===== config.mk =====
export PLATFORM = sky130hd
export DESIGN_NAME = tan_cordic
export DESIGN_NICKNAME = d
export VERILOG_FILES = /design/src/rtl/tan_cordic.sv
export SDC_FILE = /design/constraint.sdc
export NUM_CORES = 1
export LEC_CHECK = 0
export CORE_MARGIN = 5
export CORE_UTILIZATION = 59
export DETAILED_ROUTE_END_ITERATION = 6
export DONT_BUFFER_PORTS = 1
export PLACE_DENSITY_LB_ADDON = 0.25
export RECOVER_POWER = 100
export SETUP_SLACK_MARGIN = 0.4
export SLEW_MARGIN = 20
export SYNTH_ARGS = -nofsm -noshare
export SYNTH_HDL_FRONTEND = slang
export SYNTH_SLANG_ARGS = --single-unit

===== constraint.sdc =====
create_clock -name clk -period 9.3 [get_ports clk]
set_input_delay 1.86 -clock clk [delete_from_list [all_inputs] [get_ports clk]]
set_output_delay 1.86 -clock clk [all_outputs]
set_load 0.01 [all_outputs]

===== src/rtl/tan_cordic.sv =====
// tan_cordic: angle (integer degrees) -> sin, cos, tan in Q1.14.
// Iterative CORDIC rotation for sin/cos, then restoring division for tan = sin/cos.
// The atan ROM and the CORDIC gain constant are scaled for FRAC+GUARD = 18;
// ITER may be at most 16.
module tan_cordic #(
  parameter int ITER  = 16,
  parameter int FRAC  = 14,
  parameter int GUARD = 4
) (
  input  logic               clk,
  input  logic               rst,
  input  logic               start,
  input  logic signed [15:0] angle_deg,
  output logic               busy,
  output logic               done,
  output logic signed [15:0] sin_out,
  output logic signed [15:0] cos_out,
  output logic signed [15:0] tan_out,
  output logic               sat
);
  localparam int FG = FRAC + GUARD;
  localparam int XW = FG + 6;    // x/y: headroom for the 1.647 CORDIC growth plus sign
  localparam int ZW = FG + 10;   // z: +/-90 degrees plus the ROM overshoot
  localparam int QW = 16;        // quotient bits, one per DIV cycle
  localparam int DW = XW + QW;   // remainder/divisor width
  localparam int CW = 5;
  localparam logic signed [XW-1:0] K_INIT = XW'(159188);   // 0.6072529 * 2^18
  localparam logic signed [XW-1:0] RND    = XW'(1 << (GUARD - 1));
  localparam logic signed [XW-1:0] SMAX   = XW'(32767);
  localparam logic signed [XW-1:0] SMIN   = -XW'(32768);
  localparam logic signed [15:0]   ONE    = 16'(1 << FRAC);

  typedef enum logic [1:0] {IDLE, ROT, DIV, DONE} state_t;

  state_t                state_q, state_d;
  logic signed [XW-1:0]  x_q, x_d, y_q, y_d;
  logic signed [ZW-1:0]  z_q, z_d;
  logic [CW-1:0]         cnt_q, cnt_d;
  logic [DW-1:0]         rem_q, rem_d, dv_q, dv_d;
  logic [QW-1:0]         quo_q, quo_d;
  logic                  ovf_q, ovf_d;
  logic signed [15:0]    sin_q, sin_d, cos_q, cos_d, tan_q, tan_d;
  logic                  sat_q, sat_d;

  // atan(2^-i) in degrees, scaled by 2^18
  function automatic logic signed [ZW-1:0] atan_rom(input logic [3:0] i);
    case (i)
      4'd0:  return ZW'(11796480);
      4'd1:  return ZW'(6963869);
      4'd2:  return ZW'(3679517);
      4'd3:  return ZW'(1867780);
      4'd4:  return ZW'(937515);
      4'd5:  return ZW'(469214);
      4'd6:  return ZW'(234664);
      4'd7:  return ZW'(117339);
      4'd8:  return ZW'(58671);
      4'd9:  return ZW'(29335);
      4'd10: return ZW'(14668);
      4'd11: return ZW'(7334);
      4'd12: return ZW'(3667);
      4'd13: return ZW'(1833);
      4'd14: return ZW'(917);
      default: return ZW'(458);
    endcase
  endfunction

  function automatic logic signed [15:0] sat16(input logic signed [XW-1:0] v);
    if (v > SMAX)      return 16'sh7fff;
    else if (v < SMIN) return 16'sh8000;
    else               return v[15:0];
  endfunction

  logic signed [15:0]   ang_c;
  logic signed [XW-1:0] xs, ys, x_rot, y_rot, x_rnd, y_rnd;
  logic signed [ZW-1:0] z_rot;
  logic [XW-1:0]        ax, ay;
  logic                 ge, x_zero, t_sat, t_neg;
  logic [DW-1:0]        rem_n;
  logic [QW-1:0]        quo_n, t_mag;

  // next-state, datapath step and result formatting
  always_comb begin
    state_d = state_q;
    x_d = x_q; y_d = y_q; z_d = z_q; cnt_d = cnt_q;
    rem_d = rem_q; dv_d = dv_q; quo_d = quo_q; ovf_d = ovf_q;
    sin_d = sin_q; cos_d = cos_q; tan_d = tan_q; sat_d = sat_q;

    ang_c = angle_deg;
    if (angle_deg > 16'sd90)       ang_c = 16'sd90;
    else if (angle_deg < -16'sd90) ang_c = -16'sd90;

    // micro-rotation, d = +1 when z >= 0
    xs = x_q >>> cnt_q;
    ys = y_q >>> cnt_q;
    x_rot = z_q[ZW-1] ? x_q + ys : x_q - ys;
    y_rot = z_q[ZW-1] ? y_q - xs : y_q + xs;
    z_rot = z_q[ZW-1] ? z_q + atan_rom(cnt_q[3:0]) : z_q - atan_rom(cnt_q[3:0]);
    ax = x_rot[XW-1] ? -x_rot : x_rot;
    ay = y_rot[XW-1] ? -y_rot : y_rot;

    // one restoring-division step
    ge    = rem_q >= dv_q;
    rem_n = ge ? rem_q - dv_q : rem_q;
    quo_n = {quo_q[QW-2:0], ge};

    // result formatting from the final x/y and full quotient
    x_rnd  = (x_q + RND) >>> GUARD;
    y_rnd  = (y_q + RND) >>> GUARD;
    x_zero = (x_rnd == '0);
    t_sat  = x_zero || ovf_q || quo_n[QW-1];
    // a cosine that rounds to zero carries no usable sign; take it from sin alone
    t_neg  = x_zero ? y_q[XW-1] : (y_q[XW-1] ^ x_q[XW-1]);
    t_mag  = t_sat ? 16'h7fff : quo_n;

    case (state_q)
      IDLE: if (start) begin
        state_d = ROT;
        z_d     = ZW'(ang_c) <<< FG;
        x_d     = K_INIT;
        y_d     = '0;
        cnt_d   = '0;
      end
      ROT: begin
        x_d   = x_rot;
        y_d   = y_rot;
        z_d   = z_rot;
        cnt_d = cnt_q + 1'b1;
        if (cnt_q == CW'(ITER - 1)) begin
          state_d = DIV;
          cnt_d   = '0;
          rem_d   = DW'(ay) << FRAC;
          dv_d    = DW'(ax) << (QW - 1);
          quo_d   = '0;
          // quotient would need more than QW bits
          ovf_d   = (DW'(ay) << FRAC) >= (DW'(ax) << QW);
        end
      end
      DIV: begin
        rem_d = rem_n;
        dv_d  = dv_q >> 1;
        quo_d = quo_n;
        cnt_d = cnt_q + 1'b1;
        if (cnt_q == CW'(QW - 1)) begin
          state_d = DONE;
          sin_d   = sat16(y_rnd);
          cos_d   = sat16(x_rnd);
          tan_d   = t_neg ? 16'(-t_mag) : t_mag;
          sat_d   = t_sat;
        end
      end
      default: state_d = IDLE;
    endcase
  end

  // state and datapath registers, synchronous reset
  always_ff @(posedge clk) begin
    if (rst) begin
      state_q <= IDLE;
      x_q <= '0; y_q <= '0; z_q <= '0; cnt_q <= '0;
      rem_q <= '0; dv_q <= '0; quo_q <= '0; ovf_q <= 1'b0;
      sin_q <= '0; cos_q <= ONE; tan_q <= '0; sat_q <= 1'b0;
    end else begin
      state_q <= state_d;
      x_q <= x_d; y_q <= y_d; z_q <= z_d; cnt_q <= cnt_d;
      rem_q <= rem_d; dv_q <= dv_d; quo_q <= quo_d; ovf_q <= ovf_d;
      sin_q <= sin_d; cos_q <= cos_d; tan_q <= tan_d; sat_q <= sat_d;
    end
  end

  assign busy    = (state_q == ROT) || (state_q == DIV);
  assign done    = (state_q == DONE);
  assign sin_out = sin_q;
  assign cos_out = cos_q;
  assign tan_out = tan_q;
  assign sat     = sat_q;
endmodule

After elaboration in Yosys (flattened, before gate mapping):

Memory sizes are Yosys's and may differ from the RTL's. A register that Yosys moved wholly into a read port is not among the register bits.
Cells that the tools add are included.

* register bits after elaboration: 228
* ROM bits: 768
* bits of input ports: 19
* output and inout bits: 51
* logic and storage cells: 100
* memories: 2

* add/subtract/negate cells: 13
* magnitude comparators: 8
* eq/ne operators: 8
* shift-type cells: 2
* multiplexer cells: 38
* bitwise operators: 1
* reductions and logical operators: 15

Memory list
* (name not given): depth 16, width 24, read ports 1, clocked after memory_dff 1, write ports 0, RTL line 47 `case (i)`
* (name not given): depth 16, width 24, read ports 1, clocked after memory_dff 1, write ports 0, RTL line 47

Operators with widths (number)
* $pmux 40 s2: 2
* $mux 24: 6
* $mux 40: 3
* $mux 16: 6
* $pmux 24 s2: 2
* $mux 28: 2
* $pmux 28 s2: 1
* $add 24x24->24: 2
* $add 24x5->24 const B: 2
* $neg 24->24: 2
* $sshr 24x5->24: 2
* $sub 24x24->24: 2
* $ge 38x40->1: 1
* $ge 40x40->1: 1
* $gt 20x16->1 const B: 2
* $lt 20x16->1 const B: 2
* $sub 40x40->40: 1
* $pmux 15 s2: 1
* $add 28x28->28: 1
* $sub 28x28->28: 1
* $logic_not 24->1: 1
* $mux 10: 2
* $gt 16x8->1 const B: 1
* $lt 16x8->1 const B: 1
* 20 further kinds: 38

Depth between registers and ports, before layout:

* word-level depth: 7
* gate-level depth with buffers: 40
* gate-level depth less buffers: 34

Worst setup path before layout:

Ideal clock, no wire load.

* path type: register to register
* start: register cnt_q[1]
* end: register ovf_q
* library setup time: 0.123 ns
* arrival: 6.747 ns
* data required time: 9.177 ns
* slack: 2.430 ns
* cell stages (with the launch flop): 38
* buffers on the path: 5
* clock period less this slack: 6.870 ns
* cells stage by stage: dfxtp_1 -> buf_6 -> buf_6 -> buf_6 -> mux4_2 -> mux2i_1 -> o32ai_1 -> a31oi_2 -> ha_1 -> inv_1 -> nor2_1 -> a21oi_1 -> xor2_1 -> ha_1 -> a211o_1 -> a2111oi_0 -> o21ai_0 -> a21oi_1 -> [... 2 more ...] -> a31oi_1 -> xor2_2 -> buf_6 -> buf_6 -> o21ai_1 -> nand2_1 -> ha_1 -> nor2b_1 -> o21a_1 -> o21a_1 -> o21a_1 -> o21a_1 -> o21ai_0 -> nand2b_1 -> a21oi_1 -> o211ai_1 -> a22oi_1 -> nor4_1

* cells in the longest elaborated chain, start to end: 6
* elaborated cells between the ends (all ways): 15
* classes of those cells: add/sub: 6; order compare: 1; eq/ne: 1; shift: 2; mux: 4; reduce/logical: 1

RTL lines
* from (decl): RTL line 38 `logic [CW-1:0] cnt_q, cnt_d;`
* from (signal assigned): RTL line 159 `x_q <= '0; y_q <= '0; z_q <= '0; cnt_q <= '0;`
* from (signal assigned): RTL line 164 `x_q <= x_d; y_q <= y_d; z_q <= z_d; cnt_q <= cnt_d;`
* $sshr 24x5->24 (on tied branches): RTL line 93, 94
* $add 24x24->24 (tied with other cells): RTL line 96 `y_rot = z_q[ZW-1] ? y_q - xs : y_q + xs;`
* $mux 24 (on tied branches): RTL line 96, 95
* $neg 24->24 (on tied branches): RTL line 99, 98
* $mux 24 (on tied branches): RTL line 99, 98
* $ge 38x40->1: RTL line 135 `ovf_d = (DW'(ay) << FRAC) >= (DW'(ax) << QW);`
* to (signal assigned): RTL line 165 `rem_q <= rem_d; dv_q <= dv_d; quo_q <= quo_d; ovf_q <= ovf_d;`
* to (decl): RTL line 41 `logic ovf_q, ovf_d;`

Parallel ways exist; a longest one is shown, timed or not.
A chain may end at the register's enable or synchronous reset.

Final worst setup path:

Same ends and word-level chain as after synthesis.

==> results.yml <==
outcome:
  status: "finished, violations left"
  failed_checks: "design-rule violations, max-capacitance violations, max-slew violations"
synthesis:
  syn_nets: 3108
  syn_inst: 2929
  seq_area_frac_synth: 0.220
  synth.distinct_cells: 106
  yosysWarnings: 0
  synth_area_per_cell_um2: 7.79
  async_reset_ff_frac: 0
  synthTopCellsByArea: "dfxtp_1, ha_1, nor2_1"
  synth_top_cell_area_share: 0.220
  syn-cell-area_um2: 22800
  yosysTopAreaCell: "dfxtp_1"
  synth_ff_type: "dfxtp_1"
  synth_edf_count: 0
  ys_ff_latch: 251
worst_setup_path:
  cp.arrival_ns: 8.82
  worst_setup_path_end_kind: "flop"
  crit_top_cell: "o21a_1"
  cp-startpoint: "cnt_q[1]"
  cp_num_cells: 32
  critPathSlowestCell: "xor3_1"
  rr_startpoint: "cnt_q[1]"
  crit_end: "ovf_q"
  criticalPathCategory: "reg -> reg"
  cp.buffers_inverters: 1
  critPathLaunchType: "flop"
  worstRegToRegCells: 32
  rrSetupSlack_ns: 0.94
  r2r-end: "ovf_q"
  slowest_delay_ns: 0.93
  critPathTopFamily: "compound AO/OA/AOI/OAI gates"
  worstPathMaxFanout: 37
  required_ns: 9.76
timing:
  min_period_ns: 8.36
  finalCritPeriodShare: 0.899
  max_slew.worst_pin.slew_ns: 3.33
  rsz0062_at_grt: "no"
  setup_viol: 0
  timing.hold.ws_ns: 0.468
  finalMaxSlewViolations: 266
  slew_headroom: -1.22
  hold_viol: 0
  fin_skew_ns: 0.0122
  max_freq_ghz: 0.120
  finalSetupTns_ns: 0
floorplan:
  rows: 72
  io_pins: 70
  coreArea_um2: 38500
  die_h_um: 207
  start_util: 0.593
  dieArea_um2: 42700
  chipWidth_um: 207
clock_network:
  clk_latency_ns: 0.59
  clock-sinks: 251
  cts_htree_levels: 1
  cts.clk_slew.worst_paths_ns: 0.07
  cts-root-buf: "clkbuf_16"
  clk_path_buf_depth: 3
  cts_buffers: 29
  cts_tree: "done"
drt:
  drc_errors: 1
  drtAntennaViolNets: 0
  dr.first_iter.drc_count: 2454
  via_count: 22300
  dr.pass1.iters: 7
  drt-wirelength-per-cell_um: 21.6
  viasPerCell: 6.69
  routed_wl_um: 72200
worst_hold_path:
  hp-class: "reg -> reg"
  min_delay_path_depth: 2
finish:
  regArea_um2: 5040
  final_common_cell: "nor2_1"
  layout-drive-gt1-share: 0.0744
  syn2layout_area_growth_pct: 4.67
  nets: 2980
  diodes: 0
  fillers: 3501
  final_cell_mix: "nor2_1, dfxtp_1, a21oi_1, nand2_1, o21ai_0"
  multiInputGateArea_um2: 16500
placement:
  gp_congestion: 0.979
  dp_hpwl_um: 52400
  port_buffers: 0
global_routing:
  grt.overflow.total: 0
  grt_pass1_wl_um: 112000
  antenna_found_initial: 0
  grt_max_degree: 174
  grt_pass1_vias: 20700
  grt_use_total: 0.324
flow_run:
  drv_cap: 6
-- worst min path at each step --
stage                     slack (ns)  startpoint      end
after floorplan                 0.44     z_q[17]  z_q[17]
after global placement          0.44     z_q[17]  z_q[17]
after detailed placement        0.46     z_q[17]  z_q[17]
after CTS                       0.47     z_q[17]  z_q[17]
after global routing            0.48     z_q[17]  z_q[17]
final                           0.47     z_q[17]  z_q[17]
-- kinds of logic after synthesis --
group / Yosys count / synth area share
flip-flops: 251 / 0.220
XOR/XNOR: 216 / 0.0840
multiplexers: 111 / 0.0765
adder cells (fa/ha/maj): 160 / 0.0891
buffers and inverters: 308 / 0.0565
AND/OR/NAND/NOR: 962 / 0.203
AO/OA/AOI/OAI: 921 / 0.271
-- cells in the mapped netlist (all sizes together) (9+ instances only) --
cell and count:
a2111oi 15, a211o 11, a211oi 57, a21o 57, a21oi 231, a221oi 13
a22oi 81, a31o 9, a31oi 59, and2 27, and3 32, buf 43
clkbuf 154, dfxtp 251, ha 156, inv 108, mux2 27, mux2i 36
mux4 48, nand2 172, nand2b 32, nand3 62, nand4 32, nor2 378
nor2b 22, nor3 81, nor3b 10, nor4 27, o211a 20, o211ai 19
o21a 44, o21ai 164, o21bai 15, o22ai 31, o31ai 9, or2 21
or3 29, xnor2 111, xor2 104
-- final cells by class --
type	count	share of cell area
clock buffer	35	0.0335
clock inverter	19	0.0105
inverter	111	0.0174
multi-input combinational	2370	0.690
sequential	251	0.211
tap	518	0.0271
timing repair buffer	38	0.0103
-- flip-flops by register name, summed over array words and instances, names as in the netlist, named ones only --
register / flops
cos_out: 16
sin_out: 16
y_q: 24
tan_out: 16
x_q: 24
sat: 1
dv_q: 39
ovf_q: 1
rem_q: 40
quo_q: 15
cnt_q: 5
state_q: 2
z_q: 28
-- routing by layer --
layer | vias up | share of wire | GRT usage
li1 | 10500 | - | -
met1 | 10600 | 0.42 | 0.438
met2 | 1035 | 0.45 | 0.525
met3 | 180 | 0.094 | 0.0589
met4 | 0 | 0.039 | 0.110
met5 | - | 0 | 0
-- worst min-delay path: stages (launching register included) --
cell and delay [ns]:
dfxtp_1 0.32, nand2_1 0.05, a21oi_1 0.05
-- per-stage QoR --
step	util	instances	setup WS, ns	instance area, um^2
after floorplan	-	2929	2.43	22800
after global placement	0.595	3286	1.20	22900
after detailed placement	0.595	3286	0.988	22900
after CTS	0.622	3340	0.930	23900
after global routing	0.621	3342	0.338	23900
final	0.621	3342	0.944	23900
-- repair_timing --
item | CTS | global route
endpoints found under the setup margin | 0 | 1
endpoints found under the hold margin | 0 | 0
gates resized for setup | 0 | 2
setup buffers | 0 | 2
hold buffers | 0 | 0
Power is left out: the tool's default activity adds up to more than one toggle a clock period on the data nets, which glitch-free logic cannot reach.
